<file path="src/rtl/button_arbiter_if.sv">
// Command-side bundle of the button arbiter: offer handshake, drop pulse
// and the pending-press flags.
interface button_arbiter_if;
    logic       Ready;
    logic       Valid;
    logic [1:0] Code;
    logic       Drop;
    logic [3:0] Pend;

    modport master (input Ready, output Valid, output Code, output Drop, output Pend);
    modport slave  (output Ready, input Valid, input Code, input Drop, input Pend);
endinterface

</file>
<file path="src/rtl/button_arbiter.sv">
// Four-button press arbiter: synchronise, edge-detect, per-button lockout,
// pending flags and a round-robin valid/ready offer of the pressed button index.
module button_arbiter #(
    parameter int LOCKOUT = 16
) (
    input  logic             Clk,
    input  logic             Reset,
    input  logic [3:0]       Bi,
    button_arbiter_if.master bus
);
    localparam logic [1:0] ST_IDLE  = 2'b01;
    localparam logic [1:0] ST_OFFER = 2'b10;
    localparam logic [7:0] LOCK_LOAD = 8'(LOCKOUT);

    logic [3:0] s0_reg, s1_reg, h_reg;
    logic [3:0] pend_reg, pend_next;
    logic [7:0] lock_reg  [4];
    logic [7:0] lock_next [4];
    logic [1:0] ptr_reg, code_reg;
    logic       drop_reg;
    logic [1:0] state_reg, state_next;

    logic [3:0] rise, clear_vec, drop_vec;
    logic [1:0] sel_idx;
    logic       grant;
    logic       valid;

    assign rise  = s1_reg & ~h_reg;
    assign grant = (state_reg == ST_OFFER) && bus.Ready;

    generate
        for (genvar gi = 0; gi < 4; gi++) begin : g_btn
            logic lock_zero;
            logic accept;
            assign lock_zero = (lock_reg[gi] == 8'd0);
            assign clear_vec[gi] = grant && (code_reg == 2'(gi));
            // A press landing on the same edge as its own grant counts as a fresh press.
            assign accept = rise[gi] && lock_zero && (!pend_reg[gi] || clear_vec[gi]);
            assign drop_vec[gi] = rise[gi] && lock_zero && pend_reg[gi] && !clear_vec[gi];
            assign pend_next[gi] = accept || (pend_reg[gi] && !clear_vec[gi]);
            assign lock_next[gi] = accept    ? LOCK_LOAD :
                                   lock_zero ? 8'd0 : lock_reg[gi] - 8'd1;
        end
    endgenerate

    // Round-robin search starting at ptr_reg; lowest offset wins.
    always_comb begin
        logic [1:0] cand;
        sel_idx = ptr_reg;
        for (int k = 3; k >= 0; k--) begin
            cand = ptr_reg + 2'(k);
            if (pend_reg[cand]) begin
                sel_idx = cand;
            end
        end
    end

    always_ff @(posedge Clk) begin
        if (Reset) begin
            s0_reg   <= 4'd0;
            s1_reg   <= 4'd0;
            h_reg    <= 4'd0;
            pend_reg <= 4'd0;
            ptr_reg  <= 2'd0;
            code_reg <= 2'd0;
            drop_reg <= 1'b0;
            for (int i = 0; i < 4; i++) begin
                lock_reg[i] <= 8'd0;
            end
        end else begin
            s0_reg   <= Bi;
            s1_reg   <= s0_reg;
            h_reg    <= s1_reg;
            pend_reg <= pend_next;
            drop_reg <= |drop_vec;
            for (int i = 0; i < 4; i++) begin
                lock_reg[i] <= lock_next[i];
            end
            if (state_reg == ST_IDLE && |pend_reg) begin
                code_reg <= sel_idx;
            end
            if (grant) begin
                ptr_reg <= code_reg + 2'd1;
            end
        end
    end

    always_ff @(posedge Clk) begin
        if (Reset) begin
            state_reg <= ST_IDLE;
        end else begin
            state_reg <= state_next;
        end
    end

    always_comb begin
        state_next = ST_IDLE;
        case (state_reg)
            ST_IDLE:  state_next = (|pend_reg) ? ST_OFFER : ST_IDLE;
            ST_OFFER: state_next = bus.Ready ? ST_IDLE : ST_OFFER;
            default:  state_next = ST_IDLE;
        endcase
    end

    always_comb begin
        valid = (state_reg == ST_OFFER);
    end

    assign bus.Valid = valid;
    assign bus.Code  = code_reg;
    assign bus.Drop  = drop_reg;
    assign bus.Pend  = pend_reg;
endmodule
</file>
<file path="src/flat_wrapper.sv">
// flat-port wrapper written by rule: the top's interface ports become plain ports
module button_arbiter_flat 
#(
    parameter int LOCKOUT = 16
)
  (Clk, Reset, Bi, bus_Ready, bus_Valid, bus_Code, bus_Drop, bus_Pend);
  button_arbiter_if bus_i ();
  input  logic Clk;
  input  logic Reset;
  input  logic [3:0] Bi;
  input wire logic [$bits(bus_i.Ready)-1:0] bus_Ready;
  output wire logic [$bits(bus_i.Valid)-1:0] bus_Valid;
  output wire logic [$bits(bus_i.Code)-1:0] bus_Code;
  output wire logic [$bits(bus_i.Drop)-1:0] bus_Drop;
  output wire logic [$bits(bus_i.Pend)-1:0] bus_Pend;
  assign bus_i.Ready = bus_Ready;
  assign bus_Valid = bus_i.Valid;
  assign bus_Code = bus_i.Code;
  assign bus_Drop = bus_i.Drop;
  assign bus_Pend = bus_i.Pend;
  button_arbiter #(.LOCKOUT(LOCKOUT)) u_core (.Clk(Clk), .Reset(Reset), .Bi(Bi), .bus(bus_i));
endmodule
</file>
<file path="config.mk">
export PLATFORM = sky130hd
export DESIGN_NAME = button_arbiter_flat
export DESIGN_NICKNAME = d
export VERILOG_FILES = /design/src/rtl/button_arbiter_if.sv /design/src/rtl/button_arbiter.sv /design/src/flat_wrapper.sv
export SDC_FILE = /design/constraint.sdc
export NUM_CORES = 1
export LEC_CHECK = 0
export ABC_AREA = 1
export CORE_ASPECT_RATIO = 1.75
export CORE_MARGIN = 4
export CORE_UTILIZATION = 34
export CTS_BUF_LIST = sky130_fd_sc_hd__clkbuf_8
export CTS_CLUSTER_DIAMETER = 50
export DETAILED_ROUTE_END_ITERATION = 8
export PLACE_DENSITY = 0.47
export SYNTH_ARGS = -nofsm -noshare
export SYNTH_HDL_FRONTEND = slang
export SYNTH_SLANG_ARGS = --single-unit
</file>
<file path="constraint.sdc">
create_clock -name Clk -period 2.3 [get_ports Clk]
set_input_delay 0.23 -clock Clk [delete_from_list [all_inputs] [get_ports Clk]]
set_output_delay 0.23 -clock Clk [all_outputs]
set_load 0.03 [all_outputs]
</file>
==> impl_metrics.toml <==
[run_status]
run_status = "complete, no violations"

[critical_path]
critPathArrivalTime_ns = 1.60
reg2reg_setup_slack_ns = 0.74
end_kind = "primary output"
required_ns = 2.07
rr_endpoint = "u_core.lock_reg[1][6]$_SDFF_PP0_"
path_class = "flip-flop to primary output"
total_number_of_cells_along_the_worst_setup_path = 3
critical_path.slowest_cell = "sky130_fd_sc_hd__clkdlybuf4s50_1"
worst_path_dominant_cell_family = "buffers and inverters"
cp-start-kind = "flip-flop"
buffers_inverters_on_critical_path = 2
slowest_delay_ns = 0.70
timing.critical_path.fanout_max = 5
timing.reg2reg.worst_path_depth = 9
critical_path.cell_chain = "inv_1 -> ha_1 -> clkdlybuf4s50_1"
reg2reg_from = "u_core.lock_reg[1][0]$_SDFF_PP0_"

[timing]
setup_repair_after_global_routing_missed_its_margin = "no"
max_clock_freq_ghz = 0.5461
finalClockSkew_ns = 0.005573
final_min_period_over_clock_period_pct = 79.61
hold_viol = 0
final.min_clock_period_ns = 1.831
number_of_setup_violations_in_the_final_report = 0
slew-limit-headroom_pct = 79.13
finalSetupTns_ns = 0
slew_viol_final = 0
max_slew.worst_pin.slew_ns = 0.3098

[floorplan]
floorplan_die_area_um2 = 8944
coreArea_um2 = 7233
initial_utilization_pct = 34.99
rows = 41
ios = 15
floorplan.die.height_um = 122.1
fp.dieW_um = 73.23

[cts]
clock_latency_ns = 0.31
cts.repair.resized = 0
cts_setup_buffers = 0
clockRootBuffer = "sky130_fd_sc_hd__clkbuf_8"
number_of_h_tree_levels = 2
cts-buffers-inserted = 5
clock_tree_from_tritoncts = "done"
post_cts_hold_buffer_count = 0
cts-root-to-sink-buffers = 2
total_clock_sinks = 55
register_clock_pin_slew_on_the_reported_worst_setup_and_hold_paths_ns = 0.10

[synthesis]
syn_area_um2 = 2531
syn_avg_cell_area_um2 = 7.294
synth.lib_cells_used.distinct = 26
synthesis.yosys.warnings = 0
synth.yosys.seq_area_share_pct = 43.50
net_count_of_the_mapped_netlist = 368
synth_register_bits = 55
syn-instance-count = 347

[global_route]
wire_length_of_the_first_global_routing_pass_um = 8300
globalRoute.totalOverflow = 0
grt_busiest_layer = "met2"
total_grt_usage_pct = 11.95
number_of_antenna_violations_at_the_first_check_in_global_routing = 0
grt_util_met1_pct = 12.81
global_route.usage.met3_pct = 2.725
met2_usage_pct = 21.52
grt_start_max_net_pins = 23
vias_in_the_first_global_route = 1957

[placement]
port-buffer-count = 14
dp_hpwl_um = 3641
finalWeightedCongestion = 0.7854
placedInstanceArea_um2 = 2764

[pwr]
switching_power_of_the_nets_uw = 1342
total_power_uw = 3366
ir_worst_vdd_mv = 0.5496
pwr-share-clk_pct = 17.4
power_frac_comb_pct = 42.5
static-leakage-power_uw = 0.001330
seqPwrFrac_pct = 40.1
internal_power_of_the_cells_uw = 2025
cellPowerDensity_nw_per_um2 = 1174
p_sw_share_pct = 39.85

[finish]
largest_register_ff_count = 32
number_of_antenna_diodes = 0
final_net_count = 386
final_cell_mix = "sky130_fd_sc_hd__inv_1 (61), sky130_fd_sc_hd__nand2_1 (55), sky130_fd_sc_hd__dfxtp_1 (55), sky130_fd_sc_hd__nor2_1 (54)"
final_layout_size_suffix_gt1_share_pct = 6.831
most_common_cell_after_layout_fill_and_taps_aside = "sky130_fd_sc_hd__inv_1"
fin_area_um2 = 2868
area.growth.synth_to_final_pct = 13.30

[worst_hold_path]
hold_start = "u_core.s0_reg[1]$_SDFF_PP0_"
min_delay_worst_endpoint = "u_core.s1_reg[1]$_SDFF_PP0_"
worstHoldPathType = "flip-flop to flip-flop"
timing.hold.worst_path_depth = 2

[route]
detail_route.drc_violations = 0
drt-total-wl_um = 4689
avgRoutedWirePerCell_um = 10.37
ant_nets = 0
firstDrtPassIters = 4
initialDrtViolationCount = 70
vias = 2022
route.detailed.vias_per_inst = 4.473

[run]
maxCapViolCount = 0
-- tightest hold or removal path, stage by stage (launching register included) --
cell and delay (ns):
sky130_fd_sc_hd__dfxtp_1 0.31, sky130_fd_sc_hd__inv_1 0.04, sky130_fd_sc_hd__nor2_1 0.03
-- synth_stat cells --
library cell / number / area (µm²)
sky130_fd_sc_hd__inv_1: 61 / 229.0
sky130_fd_sc_hd__dfxtp_1: 55 / 1101
sky130_fd_sc_hd__nand2_1: 55 / 206.5
sky130_fd_sc_hd__nor2_1: 54 / 202.7
sky130_fd_sc_hd__a21oi_1: 22 / 110.1
sky130_fd_sc_hd__nand3_1: 22 / 110.1
sky130_fd_sc_hd__o21ai_0: 16 / 80.08
sky130_fd_sc_hd__ha_1: 14 / 175.2
sky130_fd_sc_hd__xor2_1: 8 / 70.07
sky130_fd_sc_hd__nand4_1: 5 / 31.28
sky130_fd_sc_hd__inv_2: 4 / 15.01
sky130_fd_sc_hd__nand2_2: 4 / 25.02
sky130_fd_sc_hd__nor3_1: 4 / 20.02
sky130_fd_sc_hd__or2_2: 4 / 25.02
sky130_fd_sc_hd__clkbuf_1: 3 / 11.26
sky130_fd_sc_hd__a31oi_1: 2 / 12.51
sky130_fd_sc_hd__nor3_2: 2 / 20.02
sky130_fd_sc_hd__o21ai_1: 2 / 10.01
sky130_fd_sc_hd__o31ai_1: 2 / 15.01
sky130_fd_sc_hd__xnor2_1: 2 / 17.52
sky130_fd_sc_hd__a21oi_2: 1 / 8.760
sky130_fd_sc_hd__buf_6: 1 / 11.26
sky130_fd_sc_hd__clkinv_1: 1 / 3.750
sky130_fd_sc_hd__inv_4: 1 / 6.260
sky130_fd_sc_hd__nor4_1: 1 / 6.260
sky130_fd_sc_hd__o211ai_1: 1 / 7.510
-- per-layer routing --
layer	vias to the layer above	routed length, µm
li1	1111	-
met1	890	1964
met2	15	2499
met3	6	132
met4	0	93
met5	-	0
-- final cells by class --
type,count,area (µm²)
multi-input cells,221,1154
clock inverters,1,7.507
well taps,86,107.6
repair buffers,15,147.6
fillers,789,4365
inverters,67,254.0
clock buffers,7,96.34
flip-flops and latches,55,1101
-- worst max path at each step --
stage,start,end,slack (ns)
2_1_floorplan,u_core.state_reg[0]$_SDFF_PP1_,u_core.bus.Drop$_SDFF_PP0_,0.71
3_3_place_gp,bus_Ready,u_core.bus.Drop$_SDFF_PP0_,0.64
3_5_place_dp,bus_Ready,u_core.bus.Drop$_SDFF_PP0_,0.62
4_1_cts,u_core.state_reg[0]$_SDFF_PP1_,bus_Valid,0.44
5_1_grt,u_core.state_reg[0]$_SDFF_PP1_,bus_Valid,0.37
6_report,u_core.state_reg[0]$_SDFF_PP1_,bus_Valid,0.47
-- metrics by stage --
step	std cells	hold WS [ns]	setup slack [ns]	utilization [%]
after floorplan	347	0.3370	0.7110	-
after global placement	444	0.3924	0.6442	38.21
after detailed placement	444	0.3927	0.6213	38.21
after CTS	452	0.4066	0.4415	39.65
after global routing	452	0.4182	0.3671	39.65
final	452	0.4043	0.4689	39.65
-- power groups by stage --
stage	Sequential [µW]	Combinational [µW]	Clock, µW
floorplan	1370	1120	0
global placement	1370	1440	0
detailed placement	1380	1450	0
CTS	1350	1450	623
global route	1390	1690	665
finish	1350	1430	586
-- cell families (layout without fill, tap and decap cells) --
kind of cell               after synthesis  count (layout)  synth area share, %
and+or+nand+nor                        151             151                25.56
buffers and inverters                   71              90                10.92
DFF                                     55              55                43.50
AOI/OAI and AO/OA                       46              46                9.639
adders and majority gates               14              14                6.920
xor gates and xnor gates                10              10                3.460
No activity file was read; power rests on OpenSTA's default activity.
